--- config.mk ---
export PLATFORM = sky130hd
export DESIGN_NAME = controlador_de_sequencia
export DESIGN_NICKNAME = d
export VERILOG_FILES = /design/src/rtl/controlador_de_sequencia.sv
export SDC_FILE = /design/constraint.sdc
export NUM_CORES = 1
export LEC_CHECK = 0
export CORE_MARGIN = 4
export CORE_UTILIZATION = 41
export CTS_CLUSTER_DIAMETER = 30
export DETAILED_ROUTE_END_ITERATION = 7
export SLEW_MARGIN = 20
export SYNTH_ARGS = -nofsm -noshare
export SYNTH_HDL_FRONTEND = slang
export SYNTH_SLANG_ARGS = --single-unit
--- constraint.sdc ---
create_clock -name clock -period 8.45 [get_ports clock]
set_input_delay 1.69 -clock clock [delete_from_list [all_inputs] [get_ports clock]]
set_output_delay 1.69 -clock clock [all_outputs]
set_load 0.05 [all_outputs]
--- src/rtl/controlador_de_sequencia.sv ---
// Fetch/flow sequencer: owns the PC and a return-address stack, one fetch per handshake.
// Optional macro SEQ_SIGNED_OFFSET_EN sign-extends branch/call offsets (default: zero-extend).
module controlador_de_sequencia #(
  parameter int ADDR_WIDTH   = 16,
  parameter int OFFSET_WIDTH = 11,
  parameter int RS_DEPTH     = 8,
  parameter int RESET_ADDR   = 0
) (
  input  logic                      clock,
  input  logic                      reset,
  input  logic                      mem_ready,
  input  logic                      stall,
  input  logic                      op_branch,
  input  logic                      op_zbranch,
  input  logic                      op_call,
  input  logic                      op_return,
  input  logic                      op_halt,
  input  logic [OFFSET_WIDTH-1:0]   offset,
  input  logic                      tos_zero,
  output logic [ADDR_WIDTH-1:0]     pc_addr,
  output logic                      fetch_req,
  output logic                      halted,
  output logic                      fault,
  output logic [$clog2(RS_DEPTH):0] rs_level
);

  localparam int PW = $clog2(RS_DEPTH);
  localparam int LW = PW + 1;

  typedef enum logic [2:0] {
    BOOT  = 3'd0,
    FETCH = 3'd1,
    STALL = 3'd2,
    HALT  = 3'd3,
    FAULT = 3'd4
  } state_t;

  state_t                state;
  logic [ADDR_WIDTH-1:0] rs_mem [RS_DEPTH];
  logic [ADDR_WIDTH-1:0] pc_inc;
  logic [ADDR_WIDTH-1:0] pc_rel;
  logic [ADDR_WIDTH-1:0] pop_val;
  logic [PW-1:0]         pop_idx;
  logic                  handshake;
  logic                  rs_full;
  logic                  rs_empty;
  logic                  do_push;

  function automatic logic [ADDR_WIDTH-1:0] extend_offset(input logic [OFFSET_WIDTH-1:0] off);
`ifdef SEQ_SIGNED_OFFSET_EN
    return {{(ADDR_WIDTH-OFFSET_WIDTH){off[OFFSET_WIDTH-1]}}, off};
`else
    return {{(ADDR_WIDTH-OFFSET_WIDTH){1'b0}}, off};
`endif
  endfunction

  // Next-PC candidates and stack status; all arithmetic wraps at the address width.
  always_comb begin
    pc_inc    = pc_addr + ADDR_WIDTH'(1);
    pc_rel    = pc_addr + extend_offset(offset);
    pop_idx   = rs_level[PW-1:0] - PW'(1);
    pop_val   = rs_mem[pop_idx];
    rs_full   = (rs_level == LW'(RS_DEPTH));
    rs_empty  = (rs_level == LW'(0));
    handshake = (state == FETCH) && mem_ready && !stall;
    do_push   = handshake && !op_halt && !op_return && op_call && !rs_full;
  end

  // Return-stack storage; rs_level gates every read, so the array needs no reset.
  always_ff @(posedge clock) begin
    if (do_push) begin
      rs_mem[rs_level[PW-1:0]] <= pc_inc;
    end
  end

  // Sequencer state, PC, stack occupancy and registered status outputs.
  always_ff @(posedge clock or posedge reset) begin
    if (reset) begin
      state     <= BOOT;
      pc_addr   <= ADDR_WIDTH'(RESET_ADDR);
      fetch_req <= 1'b0;
      halted    <= 1'b0;
      fault     <= 1'b0;
      rs_level  <= LW'(0);
    end else begin
      case (state)
        BOOT: begin
          state     <= FETCH;
          fetch_req <= 1'b1;
        end
        FETCH: begin
          if (mem_ready && stall) begin
            // Flags are dropped here; the same word is re-fetched after the stall.
            state     <= STALL;
            fetch_req <= 1'b0;
          end else if (handshake) begin
            if (op_halt) begin
              state     <= HALT;
              halted    <= 1'b1;
              fetch_req <= 1'b0;
            end else if (op_return) begin
              if (rs_empty) begin
                state     <= FAULT;
                fault     <= 1'b1;
                fetch_req <= 1'b0;
              end else begin
                pc_addr  <= pop_val;
                rs_level <= rs_level - LW'(1);
              end
            end else if (op_call) begin
              if (rs_full) begin
                state     <= FAULT;
                fault     <= 1'b1;
                fetch_req <= 1'b0;
              end else begin
                pc_addr  <= pc_rel;
                rs_level <= rs_level + LW'(1);
              end
            end else if (op_branch || (op_zbranch && tos_zero)) begin
              pc_addr <= pc_rel;
            end else begin
              pc_addr <= pc_inc;
            end
          end else begin
            fetch_req <= 1'b1;
          end
        end
        STALL: begin
          if (!stall) begin
            state     <= FETCH;
            fetch_req <= 1'b1;
          end else begin
            fetch_req <= 1'b0;
          end
        end
        HALT: begin
          fetch_req <= 1'b0;
          halted    <= 1'b1;
        end
        FAULT: begin
          fetch_req <= 1'b0;
          fault     <= 1'b1;
        end
        default: begin
          state     <= FAULT;
          fault     <= 1'b1;
          fetch_req <= 1'b0;
        end
      endcase
    end
  end

endmodule

; ---- Word-level counts from Yosys, hierarchy flattened
; Memory sizes are Yosys's and may differ from the RTL's.
; Cells that the tools add are included.
[word_totals]
register_bits = 26
ram_bits = 128
inputBits = 21
out_inout_bits = 23
wordCells = 105
n_memories = 1
[op_classes]
add_sub_neg = 5
n_eq_ne = 23
mux = 41
n_bitwise = 4
n_reduce_logical = 25
[memory_table]
columns = name, depth, width, rd, rd_clocked_by_memory_dff, wr, line
row1 = rs_mem, 8, 16, 1, 0, 1, 39  ; logic [ADDR_WIDTH-1:0] rs_mem [RS_DEPTH];
[op_table]
columns = op, count
row1 = 2-to-1 mux 16 bit, 5
row2 = 2-to-1 mux 3 bit, 8
row3 = 2-to-1 mux 1 bit, 20
row4 = "inequality test 6 x 5 -> 1 bit, second input constant", 3
row5 = "adder 16 x 1 -> 16 bit, second input constant", 1
row6 = adder 16 x 11 -> 16 bit, 1
row7 = 2-to-1 mux 4 bit, 4
row8 = "inequality test 5 x 4 -> 1 bit, second input constant", 3
row9 = "inequality test 2 bit, second input constant", 7
row10 = AND reduction 7 bit, 2
row11 = "inequality test 3 bit, second input constant", 4
row12 = one-hot mux 3 bit (4 select lines), 1
row13 = AND reduction 6 bit, 2
row14 = logical AND 1 bit, 8
row15 = "== test 3 x 2 -> 1 bit, second input constant", 2
row16 = "adder 4 x 1 -> 4 bit, second input constant", 1
row17 = "== test 4 bit, second input constant", 1
row18 = zero test 1 bit, 4
row19 = zero test 4 bit, 1
row20 = NOT 1 bit, 4
row21 = one-hot mux 1 bit (2 select lines), 2
row22 = AND reduction 4 bit, 1
row23 = nonzero test 2 bit, 2
row24 = "subtractor 4 x 1 -> 4 bit, second input constant", 1
row25 = other kinds (10), 10

; ---- Depth between registers and ports, before layout
[logic_depth]
word_depth = 9
ltp_mapped = 10
mapped_depth_nobuf = 7

; ---- Worst setup path before layout
; No wires, ideal clock.
[synth_path]
kind = input -> register
startpoint = input port stall
endpoint = memory rs_mem[0][0], enable pin
setup_ps = 413
arrival_ps = 3998
t_required_ps = 8037
setup_slack_ps = 4039
cell_stages = 5
path_buffers = 0
path_cell_list = nor4b_1 > nand2b_1 > a2111oi_2 > and2_1 > nor3b_1
[synth_between]
elab_chain_cells = 8
[synth_lines]
columns = element, line
row1 = "start, declared", 12  ; input logic stall,
row2 = zero test 1 bit, --
row3 = logical AND 1 bit, 65  ; handshake = (state == FETCH) && mem_ready && !stall;
row4 = logical AND 1 bit (4 in series), 66  ; do_push = handshake && !op_halt && !op_return && op_call && !rs_full;
row5 = 2-to-1 mux 1 bit, 71  ; if (do_push) begin
row6 = 2-to-1 mux 1 bit (not written as such), 72  ; rs_mem[rs_level[PW-1:0]] <= pc_inc;
row7 = "end, declared", 39
; Every way passes these cells.

; ---- Worst setup path in the final report
[layout_path]
startpoint = input port mem_ready
endpoint = memory rs_mem[2][4], enable pin
[layout_between]
elab_chain_cells = 8
[layout_lines]
columns = element, line
row1 = "start, declared", 11  ; input logic mem_ready,
row2 = logical AND 1 bit (2 in series), 65
row3 = logical AND 1 bit (4 in series), 66
row4 = 2-to-1 mux 1 bit, 71
row5 = 2-to-1 mux 1 bit (not written as such), 72
; Every way passes these cells.

==> metrics.md <==
| Metric | Value |
|---|---|
| Status | `completed` |
| Clock group share of total power | `0.241` |
| Most common cell after layout, fill and taps aside | `edfxtp_1` |
| Synth Register Bits | `154` |
| HP Class | `reg2reg` |
| Hold Vio Cnt, Final | `0` |
| Ys async rst share | `0.1688` |
| Worst Tran Pin Value | `0.9735 ns` |
| Syn Inst Count | `507` |
| Fmax | `0.2333 GHz` |
| DRT antenna net count | `0` |
| Setup Fix Bufs, Post-CTS | `0` |
| Unique masters post-synth | `73` |
| Register area | `4496 sq um` |
| Via Count | `4531` |
| # diodes | `0` |
| Most used flip-flop cell after synthesis | `edfxtp_1` |
| Net Sw Frac | `0.3787` |
| Setup ws final | `4.163 ns` |
| CTS tree | `yes` |
| CP Class | `in2reg` |
| H-tree Lvls | `4` |
| Worst Path Required | `8.56 ns` |
| Worst skew pair latency | `0.41 ns` |
| Max VDD drop | `0.1791 mV` |
| DPL Wire Length | `10850 microns` |
| CP max-delay cell | `nor3b_2` |
| Clock slew at reported path FFs | `0.06 ns` |
| Clock Tree Buf Depth | `2` |
| Area leader, netlist | `edfxtp_1` |
| Area of the multi-input gates | `2750 sq um` |
| CTS resizes | `0` |
| Max incr delay on CP | `0.63 ns` |
| Largest net degree at the start of global routing | `37` |
| Root Buffer | `clkbuf_16` |
| Sequential power share | `0.343` |
| Setup Skew | `0.004958 ns` |
| Sw power | `1.171 mW` |
| Power Total | `3.094 mW` |
| DRC Markers | `0` |
| Critical path buffer and inverter count | `2` |
| Yosys warns | `0` |
| Crit-path cells | `clkdlybuf4s50_1 > nor4b_1 > nand2b_1 > a2111oi_2 > and2_1 > nor3b_2 > buf_4` |
| Vias/cell | `5.735` |
| GRT Resource Usage Total | `0.1691` |
| Relative max-transition margin | `0.3488` |
| Area contributors post-synth | `edfxtp_1 52%, mux4_2 9.8%, dfrtp_1 8.8%, ha_1 2.7%, nand2_1 2.1%` |
| Layout cells sized above 1 | `0.1841` |
| Io pins | `44` |
| Synthesized area per cell | `14.54 sq um` |
| CP delay by family, top | `simple AND/OR/NAND/NOR gates` |
| Core Area | `17480 sq um` |
| Die X-Extent | `142.1 microns` |
| Nets | `592` |
| CTS Hold Bufs | `0` |
| Final setup viols | `0` |
| Routed WL per cell | `20.70 microns` |
| TritonRoute pass-1 iters | `5` |
| Unrepaired setup endpoints after global routing | `no` |
| Internal Pwr Total | `1.922 mW` |
| First-pass GRT wire length | `26010 microns` |
| Fill count | `1490` |
| DRT iter0 DRCs | `320` |
| Area Growth Syn to Fin | `17.33%` |
| Grt ovf | `0` |
| Total negative slack | `0 ns` |
| Slew Viols, Final | `0` |
| Setup crit start kind | `primary input` |
| Rows | `48` |
| Setup slack, reg-to-reg | `4.84 ns` |
| Share of the synthesized area in the top cell type | `0.5216` |
| Vias in the first global route | `4583` |
| Worst hold margin | `0.4760 ns` |
| Final period util | `0.5073` |
| Sink Count | `154` |
| Fin crit period | `4.287 ns` |
| Initial antenna violation count | `0` |
| Die Y | `142.1 microns` |
| Die area | `20180 sq um` |
| Final wirelength | `16350 microns` |
| CP Data Arrival Time | `4.40 ns` |
| Post-Synthesis Cell Area | `7370 sq um` |
| Most frequent cells in the layout | `128 x edfxtp_1, 43 x clkdlybuf4s50_1, 42 x nand2_1, 35 x nor2_1, 32 x mux4_2` |
| Combinational share of power | `0.415` |
| CP endpoint kind | `flip-flop` |
| Final core occ | `0.4948` |
| RePlAce Congestion | `0.8157` |
| Syn nets | `546` |
| Starting Density | `0.4217` |
| Pre-CTS setup slack | `3.704 ns` |
| Cts bufs inserted | `17` |
| Leak | `3.033 nW` |
| EDFF count, synth | `128` |
| Max FO, Critical Path | `9` |
| Power Density | `357.8 nW/um^2` |
| Number of port buffers | `43` |
| Post-synthesis sequential area ratio | `0.6098` |
| Max-Cap Viols | `0` |
==> power groups by stage <==
stage	clock network (mW)	registers, mW	logic (mW)
after floorplan	0	1.18	0.799
after global placement	0	1.08	1.28
after detailed placement	0	1.08	1.28
after CTS	0.757	1.06	1.29
after global routing	0.796	1.07	1.39
final	0.746	1.06	1.29
==> cell usage after synthesis (4+ instances only) <==
cell      number
a211o_1        6
a211oi_1       7
a21o_1        10
a21oi_1       18
a31oi_1        6
buf_2         10
buf_4          5
clkbuf_1       8
dfrtp_1       26
edfxtp_1     128
ha_1          16
inv_1          8
mux2i_1        5
mux4_2        32
nand2_1       42
nand3_1       12
nand4_1        7
nor2_1        35
nor3_1         6
nor3b_1        4
o21ai_0        7
o22ai_1        9
xnor2_1       13
xor2_1        14
==> worst reg2reg max path: stages (launching register included) <==
cell	delay (ns)
dfrtp_2	0.34
buf_4	0.53
inv_1	0.30
ha_1	0.27
nor2b_1	0.21
a2111oi_2	0.47
and2_1	0.24
nor3b_2	0.63
buf_4	0.32
==> worst paths after layout <==
path                             start      endpoint  depth (start not counted)
min                          fetch_req     fetch_req                          2
max reg2reg                rs_level[0]  rs_mem[2][4]                          8
min reg2reg                  fetch_req     fetch_req                          2
max in group asynchronous        reset   rs_level[0]                          2
max                          mem_ready  rs_mem[2][4]                          7
min in group asynchronous        reset        halted                          2
==> flip-flops by register name, indices dropped and copies added (netlist names) <==
name / count
state: 3
rs_mem: 128
pc_addr: 16
fault: 1
halted: 1
fetch_req: 1
rs_level: 4
==> cells by family after synthesis <==
group / synth area share
DFF: 0.6098
buffers and inverters: 0.02309
AOI/OAI and AO/OA: 0.1017
adders and majority gates: 0.03260
xor gates and xnor gates: 0.03209
and+or+nand+nor: 0.09151
muxes: 0.1092
==> per-stage QoR <==
stage	cell area, sq um	std cells
after global routing	8647	790
after detailed placement	8061	759
after global placement	8061	759
after CTS	8642	790
after floorplan	7370	507
final	8647	790
==> layer usage <==
layer / up-vias / global-route usage / part of all wire
met5: - / 0 / 0
met4: 0 / 0.05303 / 0.014
met3: 14 / 0.02722 / 0.047
met2: 126 / 0.2768 / 0.49
met1: 2303 / 0.2334 / 0.45
li1: 2088 / - / -
==> area by class of cell <==
class                   count  area share
clock buffers              17     0.04920
clock inverters            14     0.01794
inverters                   9    0.003907
multi-input cells         318      0.3180
flip-flops and latches    154      0.5199
well taps                 225     0.03256
repair buffers             53     0.05846
Note: power is estimated with default switching activity, not from simulation.
==> RTL edit (same settings) <==
Add a define of `SEQ_SIGNED_OFFSET_EN`.
--- a/src/rtl/controlador_de_sequencia.sv
+++ b/src/rtl/controlador_de_sequencia.sv
@@ -1,5 +1,7 @@
 // Fetch/flow sequencer: owns the PC and a return-address stack, one fetch per handshake.
 // Optional macro SEQ_SIGNED_OFFSET_EN sign-extends branch/call offsets (default: zero-extend).
+`define SEQ_SIGNED_OFFSET_EN
+
 module controlador_de_sequencia #(
   parameter int ADDR_WIDTH   = 16,
   parameter int OFFSET_WIDTH = 11,
Function: changed (a bounded check fails within 4 cycles, from zero or initial values and one cycle with reset high).
==> RTL edit against the unedited design <==
Final cell count rose by 0.63%; worst setup slack better by 0.064 ns; synthesized area shrank 0.75%; final area down 0.46%; power is 5.9% lower; synthesized cell count down 0.59%; count of clock-buffer cells in the layout increased by 2; sequential cell count unchanged; global-route usage rose by 0.24 points; register-to-register slack about the same; routed wire length up 0.68%; critical path depth decreased by 1; non-clock buffer count unchanged.
==> RTL edit: results (changes against the unedited design) <==
Hold Crit Start fault; wl on met1 7010 um (-4.5%); Post-CTS Setup Repair Bufs 0 (unchanged); Yosys cell types 59 (-19%); met1 Resource Use GR 22.60% (-0.74 points); number of global-route vias before repair 4605 (+0.48%); Synth Area in XOR/XNOR 3.712% (+0.50 points); worst vdd rail ir drop 0.0001898 V (+5.9%); Critical Path End rs_mem[3][6]; Vias/cell 5.767 (+0.56%); nets 601 (+1.5%); Pleak 3.047 nW (+0.47%); hold endpoint fault; DR WL met2 8177 um (+1.9%); Final GP Congestion 0.8417 (+3.2%); WL final 16470 um (+0.68%); dpl ws 3.720 ns (+0.01580 ns); DRT iter0 DRCs 277 (-13%); hold path depth 1 (-1); FF-to-FF path depth 9 (+1); routed wl met3 952 um (+24%); GR Util met2 28.03% (+0.36 points); syn_nets 547 (+0.18%); GRT Resource Usage Total 17.15% (+0.24 points); router iterations before antenna repair 8 (+3); multiplexer area fraction after synthesis 11.68% (+0.77 points); met3 usage 3.674% (+0.95 points); r2r endpoint pc_addr[12]; slew margin rel. 30.95% (-3.9 points); top post-synthesis cells by area edfxtp_1 53%, mux4_2 9.9%, dfrtp_1 8.9%; flop-to-flop setup slack 4.83 ns (about the same); Psw 1.067 mW (-8.9%); Comb group 1.15 mW (-11%); sequential fraction of the synthesis area 61.44% (+0.46 points); synth cell count leaders 128 x edfxtp_1, 35 x nand2_1, 32 x mux4_2; clock power share 24.7% (+0.6 points); outcome completed; Tmin final 4.223 ns (-0.06365 ns); share of layout cells above drive strength 1 15.61% (-2.8 points)
RTL edit: critical path, cell delays in order:
cell,delay (ns)
clkdlybuf4s50_1,0.56
nand2b_1,0.09
or4_4,0.46
or4_1,0.60
nor3_2,0.61
buf_4,0.31
RTL edit: cell type report:
| cell class | count | share of cell area [%] |
|---|---|---|
| multi-input combinational | 322 | 31.72 |
| timing repair buffer | 53 | 5.873 |
| clock buffer | 19 | 5.030 |
| clock inverter | 12 | 1.439 |
| sequential | 154 | 52.23 |
| inverter | 10 | 0.4361 |
| tap | 225 | 3.271 |
RTL edit: per-stage QoR:
stage	instances	utilization, %	hold slack (ns)	total power [mW]	area [um^2]
6_report	795	49.42	0.4764	2.910	8607
5_1_grt	795	49.42	0.5127	3.069	8607
4_1_cts	795	49.42	0.4863	2.930	8607
2_1_floorplan	504	-	0.5014	1.857	7315
3_5_place_dp	764	46.22	0.4670	2.205	8050
3_3_place_gp	764	46.22	0.4618	2.183	8050
